`src/rtl/jt51_so_pkg.sv`:
```
// Shared definitions for the JT51 serial sample transmitter:
// slot boundaries inside a 16-slot channel, FSM encoding and the
// slot-to-bit mapping used to serialise a compressed word.
package jt51_so_pkg;

  // Last slot of each field inside one channel (slots 0..15)
  localparam logic [3:0] MAN_LAST = 4'd9;   // slots 0..9   mantissa, LSB first
  localparam logic [3:0] EXP_LAST = 4'd12;  // slots 10..12 exponent, LSB first
  localparam logic [3:0] CH_LAST  = 4'd15;  // slots 13..15 zero; 15 is the latch slot

  typedef enum logic [1:0] {
    ST_IDLE  = 2'd0,
    ST_LEFT  = 2'd1,
    ST_RIGHT = 2'd2
  } so_state_t;

  // Compressed word layout is {exp[2:0], man[9:0]}. The mantissa occupies
  // bits 0..MAN_LAST and the exponent the next three bits, so the bit for a
  // given slot is simply that bit of the word, padded with zeros above.
  function automatic logic slot_bit(input logic [12:0] word, input logic [3:0] slot);
    logic [15:0] padded;
    padded = {3'b000, word};
    if (slot <= EXP_LAST) return padded[slot];
    return 1'b0;
  endfunction

endpackage

```
`src/rtl/jt51_so_float.sv`:
```
// Linear 16-bit signed sample to {3-bit exponent, 10-bit mantissa}.
// The exponent is the smallest k in 1..7 for which lin[15:8+k] are all
// equal (pure sign extension); the mantissa is lin[8+k:k-1], truncated.
module jt51_so_float
  import jt51_so_pkg::*;
(
  input  logic [15:0] lin,
  output logic [2:0]  exp,
  output logic [9:0]  man
);

  // eq[j] is set when lin[15:j] are all copies of the sign bit
  logic [15:9] eq;

  // Find the exponent, then take the 10-bit window that starts at bit k-1
  always_comb begin
    eq     = '0;
    eq[15] = 1'b1;
    for (int j = 14; j >= 9; j--) begin
      eq[j] = eq[j+1] & (lin[j] == lin[15]);
    end
    // k=7 always qualifies; scanning downward leaves the smallest match
    exp = 3'd7;
    for (int k = 7; k >= 1; k--) begin
      if (eq[8+k]) exp = 3'(k);
    end
    man = 10'(lin >> (exp - 3'd1));
  end

endmodule

```
`src/rtl/jt51_so_tx.sv`:
```
// Serial sample transmitter for the JT51 output path, YM3012-style.
// Each accepted strobe latches both compressed channels and sends a
// 32-slot frame: left slots 0..15 then right slots 0..15. Outputs are a
// registered view of the current slot, so they trail the FSM by one cen.
module jt51_so_tx
  import jt51_so_pkg::*;
(
  input  logic        clk,
  input  logic        rst,
  input  logic        cen,
  input  logic        sample,
  input  logic [15:0] left,
  input  logic [15:0] right,
  output logic        so,
  output logic        sh1,
  output logic        sh2,
  output logic        busy,
  output logic        drop
);

  so_state_t   state, state_nxt;
  logic [3:0]  slot,  slot_nxt;
  logic        load;
  logic        reject;

  logic [2:0]  exp_l, exp_r;
  logic [9:0]  man_l, man_r;
  logic [12:0] word_l, word_r;
  logic [12:0] word_cur;

  logic        so_nxt, sh1_nxt, sh2_nxt, busy_nxt;

  jt51_so_float u_float_l (
    .lin (left),
    .exp (exp_l),
    .man (man_l)
  );

  jt51_so_float u_float_r (
    .lin (right),
    .exp (exp_r),
    .man (man_r)
  );

  // Next-state logic: slot counter, frame sequencing, accept/reject of strobes
  always_comb begin
    state_nxt = state;
    slot_nxt  = slot;
    load      = 1'b0;
    reject    = 1'b0;
    case (state)
      ST_IDLE: begin
        slot_nxt = 4'd0;
        if (sample) begin
          load      = 1'b1;
          state_nxt = ST_LEFT;
        end
      end
      ST_LEFT: begin
        reject = sample;
        if (slot == CH_LAST) begin
          state_nxt = ST_RIGHT;
          slot_nxt  = 4'd0;
        end else begin
          slot_nxt = slot + 4'd1;
        end
      end
      ST_RIGHT: begin
        if (slot == CH_LAST) begin
          // Last slot of the frame is the only point where a new strobe
          // chains straight into the next frame without an idle slot.
          slot_nxt = 4'd0;
          if (sample) begin
            load      = 1'b1;
            state_nxt = ST_LEFT;
          end else begin
            state_nxt = ST_IDLE;
          end
        end else begin
          reject   = sample;
          slot_nxt = slot + 4'd1;
        end
      end
      default: begin
        state_nxt = ST_IDLE;
        slot_nxt  = 4'd0;
      end
    endcase
  end

  // Output decode for the slot the FSM currently sits in
  always_comb begin
    word_cur = (state == ST_RIGHT) ? word_r : word_l;
    so_nxt   = 1'b0;
    sh1_nxt  = 1'b0;
    sh2_nxt  = 1'b0;
    busy_nxt = 1'b0;
    if (state != ST_IDLE) begin
      so_nxt   = slot_bit(word_cur, slot);
      busy_nxt = 1'b1;
      sh1_nxt  = (state == ST_LEFT)  && (slot == CH_LAST);
      sh2_nxt  = (state == ST_RIGHT) && (slot == CH_LAST);
    end
  end

  // State, holding words and output registers, all advancing only on cen
  always_ff @(posedge clk or posedge rst) begin
    if (rst) begin
      state  <= ST_IDLE;
      slot   <= 4'd0;
      word_l <= '0;
      word_r <= '0;
      so     <= 1'b0;
      sh1    <= 1'b0;
      sh2    <= 1'b0;
      busy   <= 1'b0;
      drop   <= 1'b0;
    end else if (cen) begin
      state <= state_nxt;
      slot  <= slot_nxt;
      if (load) begin
        word_l <= {exp_l, man_l};
        word_r <= {exp_r, man_r};
      end
      so   <= so_nxt;
      sh1  <= sh1_nxt;
      sh2  <= sh2_nxt;
      busy <= busy_nxt;
      drop <= reject;
    end
  end

endmodule

```
`config.mk`:
```
export PLATFORM = sky130hd
export DESIGN_NAME = jt51_so_tx
export DESIGN_NICKNAME = d
export VERILOG_FILES = /design/src/rtl/jt51_so_pkg.sv /design/src/rtl/jt51_so_float.sv /design/src/rtl/jt51_so_tx.sv
export SDC_FILE = /design/constraint.sdc
export NUM_CORES = 1
export LEC_CHECK = 0
export ABC_AREA = 0
export CAP_MARGIN = 25
export CORE_ASPECT_RATIO = 0.6
export CORE_MARGIN = 2
export CORE_UTILIZATION = 55
export DETAILED_ROUTE_END_ITERATION = 8
export PLACE_DENSITY = 0.78
export SKIP_CTS_REPAIR_TIMING = 1
export SYNTH_ARGS = -nofsm -noshare
export SYNTH_HDL_FRONTEND = slang
export SYNTH_HIERARCHICAL = 1
export SYNTH_SLANG_ARGS = --single-unit
```
`constraint.sdc`:
```
create_clock -name clk -period 3.61 [get_ports clk]
set_input_delay 0.722 -clock clk [delete_from_list [all_inputs] [get_ports clk]]
set_output_delay 0.722 -clock clk [all_outputs]
set_load 0.02 [all_outputs]
```
After elaboration in Yosys (flattened, before gate mapping)
Index checks and enable logic that the tools add are counted.
Word-level totals
  flip-flop bits (word level): 37
  input bits: 36
  output and inout port bits: 5
  logic and storage cells: 86
Operators by class
  add/sub/neg operators: 3
  $lt $le $gt $ge: 2
  equal/unequal tests: 18
  shift-type cells: 2
  muxes and demuxes: 35
  bitwise operators: 10
  reduce and logical (&&, ||, !) cells: 7
Operators with widths (count)
  16-bit by 3-bit right shift with 10-bit output: 2
  3-bit 2-to-1 mux: 10
  1-bit 2-to-1 mux: 15
  13-bit 2-to-1 mux: 1
  1-bit == test: 12
  1-bit bitwise AND: 10
  4-bit 2-to-1 mux: 2
  2-bit 2-to-1 mux: 3
  2-bit case mux with 3 select lines: 1
  3-bit by 1-bit subtractor with 3-bit output (second input constant): 2
  4-bit by 5-bit < comparator with 1-bit output (second input constant): 1
  4-bit by 1-bit adder with 4-bit output (second input constant): 1
  1-bit binary-select mux with 4-bit select: 1
  4-bit == test (second input constant): 1
  4-bit <= comparator (second input constant): 1
  2-bit by 1-bit inequality test with 1-bit output (second input constant): 2
  1-bit case mux with 2 select lines: 2
  4-bit AND reduction: 1
  2-bit by 1-bit == test with 1-bit output (second input constant): 1
  2-bit == test (second input constant): 1
  1-bit logical AND: 2
  2-bit zero test: 1
  2-bit inequality test (second input constant): 1
  2-bit AND reduction: 1
  other kinds (2): 2

Logic depth before layout (Yosys ltp)
  word-level depth: 9
  depth in mapped cells: 16

Cells and area by module
Netlist, hierarchy kept.
Modules (own cells, without submodules)
  jt51_so_tx: instances 1, cells an instance 142, area each 1846.8 um^2, sequential area each 925.9 um^2
  jt51_so_float: instances 2, cells an instance 108, area each 890.9 um^2, sequential area each 0.0 um^2

Least setup slack after synthesis
OpenSTA, ideal clock, no wires.
  kind: input port to flip-flop
  from: in left[15]
  to: reg word_l[2]
  library setup time: 0.125 ns
  data arrival time: 3.514 ns
  required time: 3.485 ns
  slack: -0.028 ns
  stages: 14
  cell sequence: buf_2 -> nor4_2 -> a22o_1 -> buf_6 -> inv_8 -> o22ai_4 -> inv_1 -> ha_1 -> buf_2 -> xnor2_4 -> mux2_4 -> a222oi_1 -> mux2i_1 -> mux2_2
On the way
  word-level cells in the longest chain between the ends: 9
  elaborated cells between the ends (all ways): 19
RTL lines
  start: declaration: RTL line jt51_so_tx.sv:12  | input logic [15:0] left,
  1-bit == test: RTL line jt51_so_float.sv:20  | eq[j] = eq[j+1] & (lin[j] == lin[15]);
  1-bit bitwise AND (2 in a row): RTL line jt51_so_float.sv:20
  3-bit 2-to-1 mux or 1-bit bitwise AND (tied branches) (3 in a row): RTL line jt51_so_float.sv:25, jt51_so_float.sv:20
  3-bit 2-to-1 mux *: RTL line jt51_so_float.sv:25  | if (eq[8+k]) exp = 3'(k);
  via exp_l[2]: RTL line jt51_so_tx.sv:26  | logic [2:0] exp_l, exp_r;
  3-bit by 1-bit subtractor with 3-bit output *: RTL line jt51_so_float.sv:27  | man = 10'(lin >> (exp - 3'd1));
  16-bit by 3-bit right shift with 10-bit output *: RTL line jt51_so_float.sv:27
  via man_l[2]: RTL line jt51_so_tx.sv:27  | logic [9:0] man_l, man_r;
  end signal: assignment: RTL line jt51_so_tx.sv:122  | word_l <= {exp_l, man_l};
  end: declaration: RTL line jt51_so_tx.sv:28  | logic [12:0] word_l, word_r;
Mark *: on every way through the listed nets, which the timed path passes. The rest lies on a longest branch.
A chain may end at the register's enable or synchronous reset.

Final worst setup path
  from: in right[14]
  to: reg word_r[4]
On the way
  word-level cells in the longest chain between the ends: 9
  elaborated cells between the ends (all ways): 14
RTL lines
  start: declaration: RTL line jt51_so_tx.sv:13  | input logic [15:0] right,
  1-bit == test *: RTL line jt51_so_float.sv:20
  1-bit bitwise AND * (2 in a row): RTL line jt51_so_float.sv:20
  3-bit 2-to-1 mux or 1-bit bitwise AND (tied branches) (3 in a row): RTL line jt51_so_float.sv:25, jt51_so_float.sv:20
  3-bit 2-to-1 mux *: RTL line jt51_so_float.sv:25
  via exp_r[2]: RTL line jt51_so_tx.sv:26
  3-bit by 1-bit subtractor with 3-bit output *: RTL line jt51_so_float.sv:27
  16-bit by 3-bit right shift with 10-bit output *: RTL line jt51_so_float.sv:27
  via man_r[4]: RTL line jt51_so_tx.sv:27
  end signal: assignment: RTL line jt51_so_tx.sv:123  | word_r <= {exp_r, man_r};
  end: declaration: RTL line jt51_so_tx.sv:28
Marked as above.

==> flow_summary.yaml <==
synthesis:
  ys_async_sr_fraction_pct: 100
  synth_top_family_by_area: "multiplexers"
  ys_ff_latch: 37
  yosys_warnings: 6
  synth_simple_gate_area_share_pct: 17.4
  synthXorXnorAreaFrac_pct: 1.52
  post_synth_num_cell_types: 63
  yosys.area.top_type_share_pct: 25.5
  syn-mean-instance-area_sq_um: 10.1
  synthAdderAreaFrac_pct: 3.10
  synth_area_sq_um: 3630
  synth_area_leaders: "sky130_fd_sc_hd__dfrtp_1 26%, sky130_fd_sc_hd__mux2_2 11%, sky130_fd_sc_hd__mux2i_1 6.6%, sky130_fd_sc_hd__ha_1 3.1%, sky130_fd_sc_hd__mux4_1 2.9%"
  synth-main-ff-cell: "sky130_fd_sc_hd__dfrtp_1"
  synth.yosys.seq_area_share_pct: 25.5
  synth_area_leader_cell: "sky130_fd_sc_hd__dfrtp_1"
  postSynthCellCount: 358
  synth_edf_count: 0
  muxShareOfSynthArea_pct: 25.0
  total_nets_after_synthesis: 403
  synth_compound_gate_area_share_pct: 21.1
cells_and_area:
  multiInputGateArea_sq_um: 2580
  layout.cells.most_common: "sky130_fd_sc_hd__buf_4"
  n_antenna_cell: 0
  drive_above_1_share_pct: 38.1
  fillers: 420
  syn_to_final_growth_pct: 34.8
  final_cell_mix: "85 x sky130_fd_sc_hd__buf_4, 37 x sky130_fd_sc_hd__dfrtp_1, 36 x sky130_fd_sc_hd__mux2_2"
  postLayoutCellArea_sq_um: 4890
  final_nets: 518
  sequential_cell_area_sq_um: 926
cts:
  htree_levels: 2
  clk_latency_ns: 0.30
  worst_case_clock_buffer_depth: 2
  tritoncts: "done"
  cts_root_buf: "sky130_fd_sc_hd__clkbuf_8"
  clk_pin_slew_worst_paths_ns: 0.07
  cts.sink_count: 37
  tritoncts.num_buffers: 5
pwr:
  cellLeakagePower_nw: 2.18
  highest_ir_drop_seen_on_vdd_v: 0.000225
  p_int_mw: 1.29
  clkPwrFrac_pct: 14.4
  netSwitchingFraction_pct: 36.8
  powerDensity_nw_per_um2: 417
  share_comb_of_total_power_pct: 50.4
  power_frac_seq_pct: 35.2
  p_switching_mw: 0.750
global_route:
  gr-usage-all-layers_pct: 28.9
  met1_usage_pct: 42.8
  antenna_violations_before_repair: 0
  grt.busiest_layer: "met2"
  grt_remaining_overflow: 0
  grt_start_max_net_pins: 38
  grt_first_pass_wirelength_microns: 16300
  global_route.usage.met2_pct: 44.1
  gr-usage-met3_pct: 6.07
  first_global_vias: 3216
worst_setup_path:
  cp_data_arrival_time_ns: 3.68
  end_kind: "register"
  timing.setup.critical_path_class: "in2reg"
  crit_fanout: 5
  timing.critical_path.from_type: "input port"
  crit_required_ns: 3.79
floorplan:
  core_area_sq_um: 6250
  io_pins: 41
  initial_utilization_pct: 58.1
  core.rowCount: 22
  chipWidth_microns: 109
  area_of_the_die_sq_um: 7280
  die_y_microns: 66.9
placement:
  globalplace.congestion: 0.973
  port_buffers: 40
  post_detailed_placement_half_perimeter_wirelength_microns: 7730
  placed_cell_area_sq_um: 4610
drt:
  post_drt_wl_per_cell_microns: 18.9
  drt-initial-drc-count: 307
  drt_first_pass_iters: 5
  detail-route-antenna-nets: 0
  detailroute.via_count: 3558
  routed_wl_microns: 10500
  route.detailed.vias_per_inst: 6.39
  drc: 0
outcome:
  run_status: "finished clean"
sta:
  final-max-slew-violation-count: 0
  period_minus_ws_final_ns: 3.50
  fmax_mhz: 286
  worstMarginPinSlew_ns: 0.607
  final-setup-viol-count: 0
  report.final.hold_viol_count: 0
  timing.slew.headroom_pct: 59.5
  min_period_over_period_pct: 96.9
  hold_slack_ns: 0.506
  final.setup_skew_ns: 0.00873
flow_run:
  maxCapViolCount: 0
min_path:
  holdCritPathClass: "reg2reg"
registers in the layout, summed over array words and instances (netlist names):
| signal | flops |
|---|---|
| state | 2 |
| word_r | 13 |
| sh2 | 1 |
| so | 1 |
| word_l | 13 |
| busy | 1 |
| sh1 | 1 |
| slot | 4 |
| drop | 1 |
worst paths after layout:
path,from,to,slack (ns),depth (start not counted)
min in group asynchronous,rst,sh2$_DFFE_PP0P_,0.83,3
max in group asynchronous,rst,word_l[12]$_DFFE_PP0P_,2.45,3
min reg2reg,word_l[2]$_DFFE_PP0P_,word_l[2]$_DFFE_PP0P_,0.51,1
max,right[14],word_r[4]$_DFFE_PP0P_,0.11,14
min,word_l[2]$_DFFE_PP0P_,word_l[2]$_DFFE_PP0P_,0.51,1
max reg2reg,slot[1]$_DFFE_PP0P_,word_l[6]$_DFFE_PP0P_,1.23,6
critical path, cell delays in order:
cell                              delay (ns)
sky130_fd_sc_hd__clkdlybuf4s50_1        0.43
sky130_fd_sc_hd__buf_4                  0.18
sky130_fd_sc_hd__nor4_4                 0.18
sky130_fd_sc_hd__a22o_4                 0.20
sky130_fd_sc_hd__inv_8                  0.03
sky130_fd_sc_hd__o22ai_4                0.17
sky130_fd_sc_hd__inv_1                  0.10
sky130_fd_sc_hd__ha_4                   0.20
sky130_fd_sc_hd__mux2i_1                0.29
sky130_fd_sc_hd__nor2_2                 0.10
sky130_fd_sc_hd__buf_4                  0.16
sky130_fd_sc_hd__a222oi_1               0.43
sky130_fd_sc_hd__mux2i_1                0.17
sky130_fd_sc_hd__mux2_2                 0.30
logic make-up after synthesis:
group,count (synthesis)
multiplexers,75
flip-flops,37
AO/OA/AOI/OAI,95
XOR/XNOR,2
AND/OR/NAND/NOR,98
buffers and inverters,42
adder cells (fa/ha/maj),9
cell type report:
type                       instances  share of cell area [%]
clock buffer                       7                    1.76
multi-input combinational        279                    52.7
tap                               84                    2.15
timing repair buffer             129                    22.6
sequential                        37                    18.9
inverter                          21                    1.92
metal layers:
metal | part of all wire (%) | up-vias | wire length (microns)
met4 | 1.2 | 0 | 129
met1 | 46 | 1712 | 4860
met5 | 0 | - | 0
met3 | 8.1 | 23 | 847
li1 | - | 1643 | -
met2 | 45 | 180 | 4680
stage by stage:
stage | setup WS (ns) | util (%) | instances | TNS (ns) | power [mW]
6_report | 0.111 | 78.3 | 557 | 0 | 2.04
5_1_grt | -0.0588 | 78.3 | 557 | -0.122 | 2.17
4_1_cts | -0.263 | 75.2 | 547 | -2.16 | 2.01
3_5_place_dp | -0.560 | 73.8 | 540 | -8.27 | 1.70
3_3_place_gp | -0.393 | 73.8 | 540 | -6.26 | 1.66
2_1_floorplan | 0.00484 | - | 358 | 0 | 1.39
power groups by stage:
stage	clock, mW	combinational (mW)	sequential [mW]
floorplan	0	0.716	0.674
CTS	0.299	0.993	0.714
global placement	0	0.951	0.706
finish	0.293	1.03	0.718
global route	0.320	1.12	0.733
detailed placement	0	0.985	0.719
synthesized netlist by cell type, types with 3 or more instances:
library cell / count
sky130_fd_sc_hd__a21oi_1: 17
sky130_fd_sc_hd__a221oi_1: 4
sky130_fd_sc_hd__a222oi_1: 10
sky130_fd_sc_hd__a22o_1: 4
sky130_fd_sc_hd__a22oi_1: 4
sky130_fd_sc_hd__a31oi_1: 4
sky130_fd_sc_hd__a32o_1: 3
sky130_fd_sc_hd__and2_1: 4
sky130_fd_sc_hd__and2b_1: 3
sky130_fd_sc_hd__and3_1: 8
sky130_fd_sc_hd__and3b_1: 4
sky130_fd_sc_hd__buf_2: 11
sky130_fd_sc_hd__buf_6: 5
sky130_fd_sc_hd__clkbuf_1: 3
sky130_fd_sc_hd__dfrtp_1: 37
sky130_fd_sc_hd__ha_1: 9
sky130_fd_sc_hd__inv_1: 16
sky130_fd_sc_hd__inv_2: 3
sky130_fd_sc_hd__mux2_1: 4
sky130_fd_sc_hd__mux2_2: 36
sky130_fd_sc_hd__mux2_4: 6
sky130_fd_sc_hd__mux2i_1: 24
sky130_fd_sc_hd__mux4_1: 4
sky130_fd_sc_hd__nand2_1: 16
sky130_fd_sc_hd__nand2b_1: 5
sky130_fd_sc_hd__nand3_1: 9
sky130_fd_sc_hd__nor2_1: 12
sky130_fd_sc_hd__nor2_2: 3
sky130_fd_sc_hd__nor3_1: 5
sky130_fd_sc_hd__nor3b_1: 8
sky130_fd_sc_hd__o2111a_1: 4
sky130_fd_sc_hd__o21ai_0: 14
sky130_fd_sc_hd__o22ai_1: 3
sky130_fd_sc_hd__o31ai_1: 3
sky130_fd_sc_hd__o32ai_1: 5
Note: power is estimated with default switching activity, not from simulation.
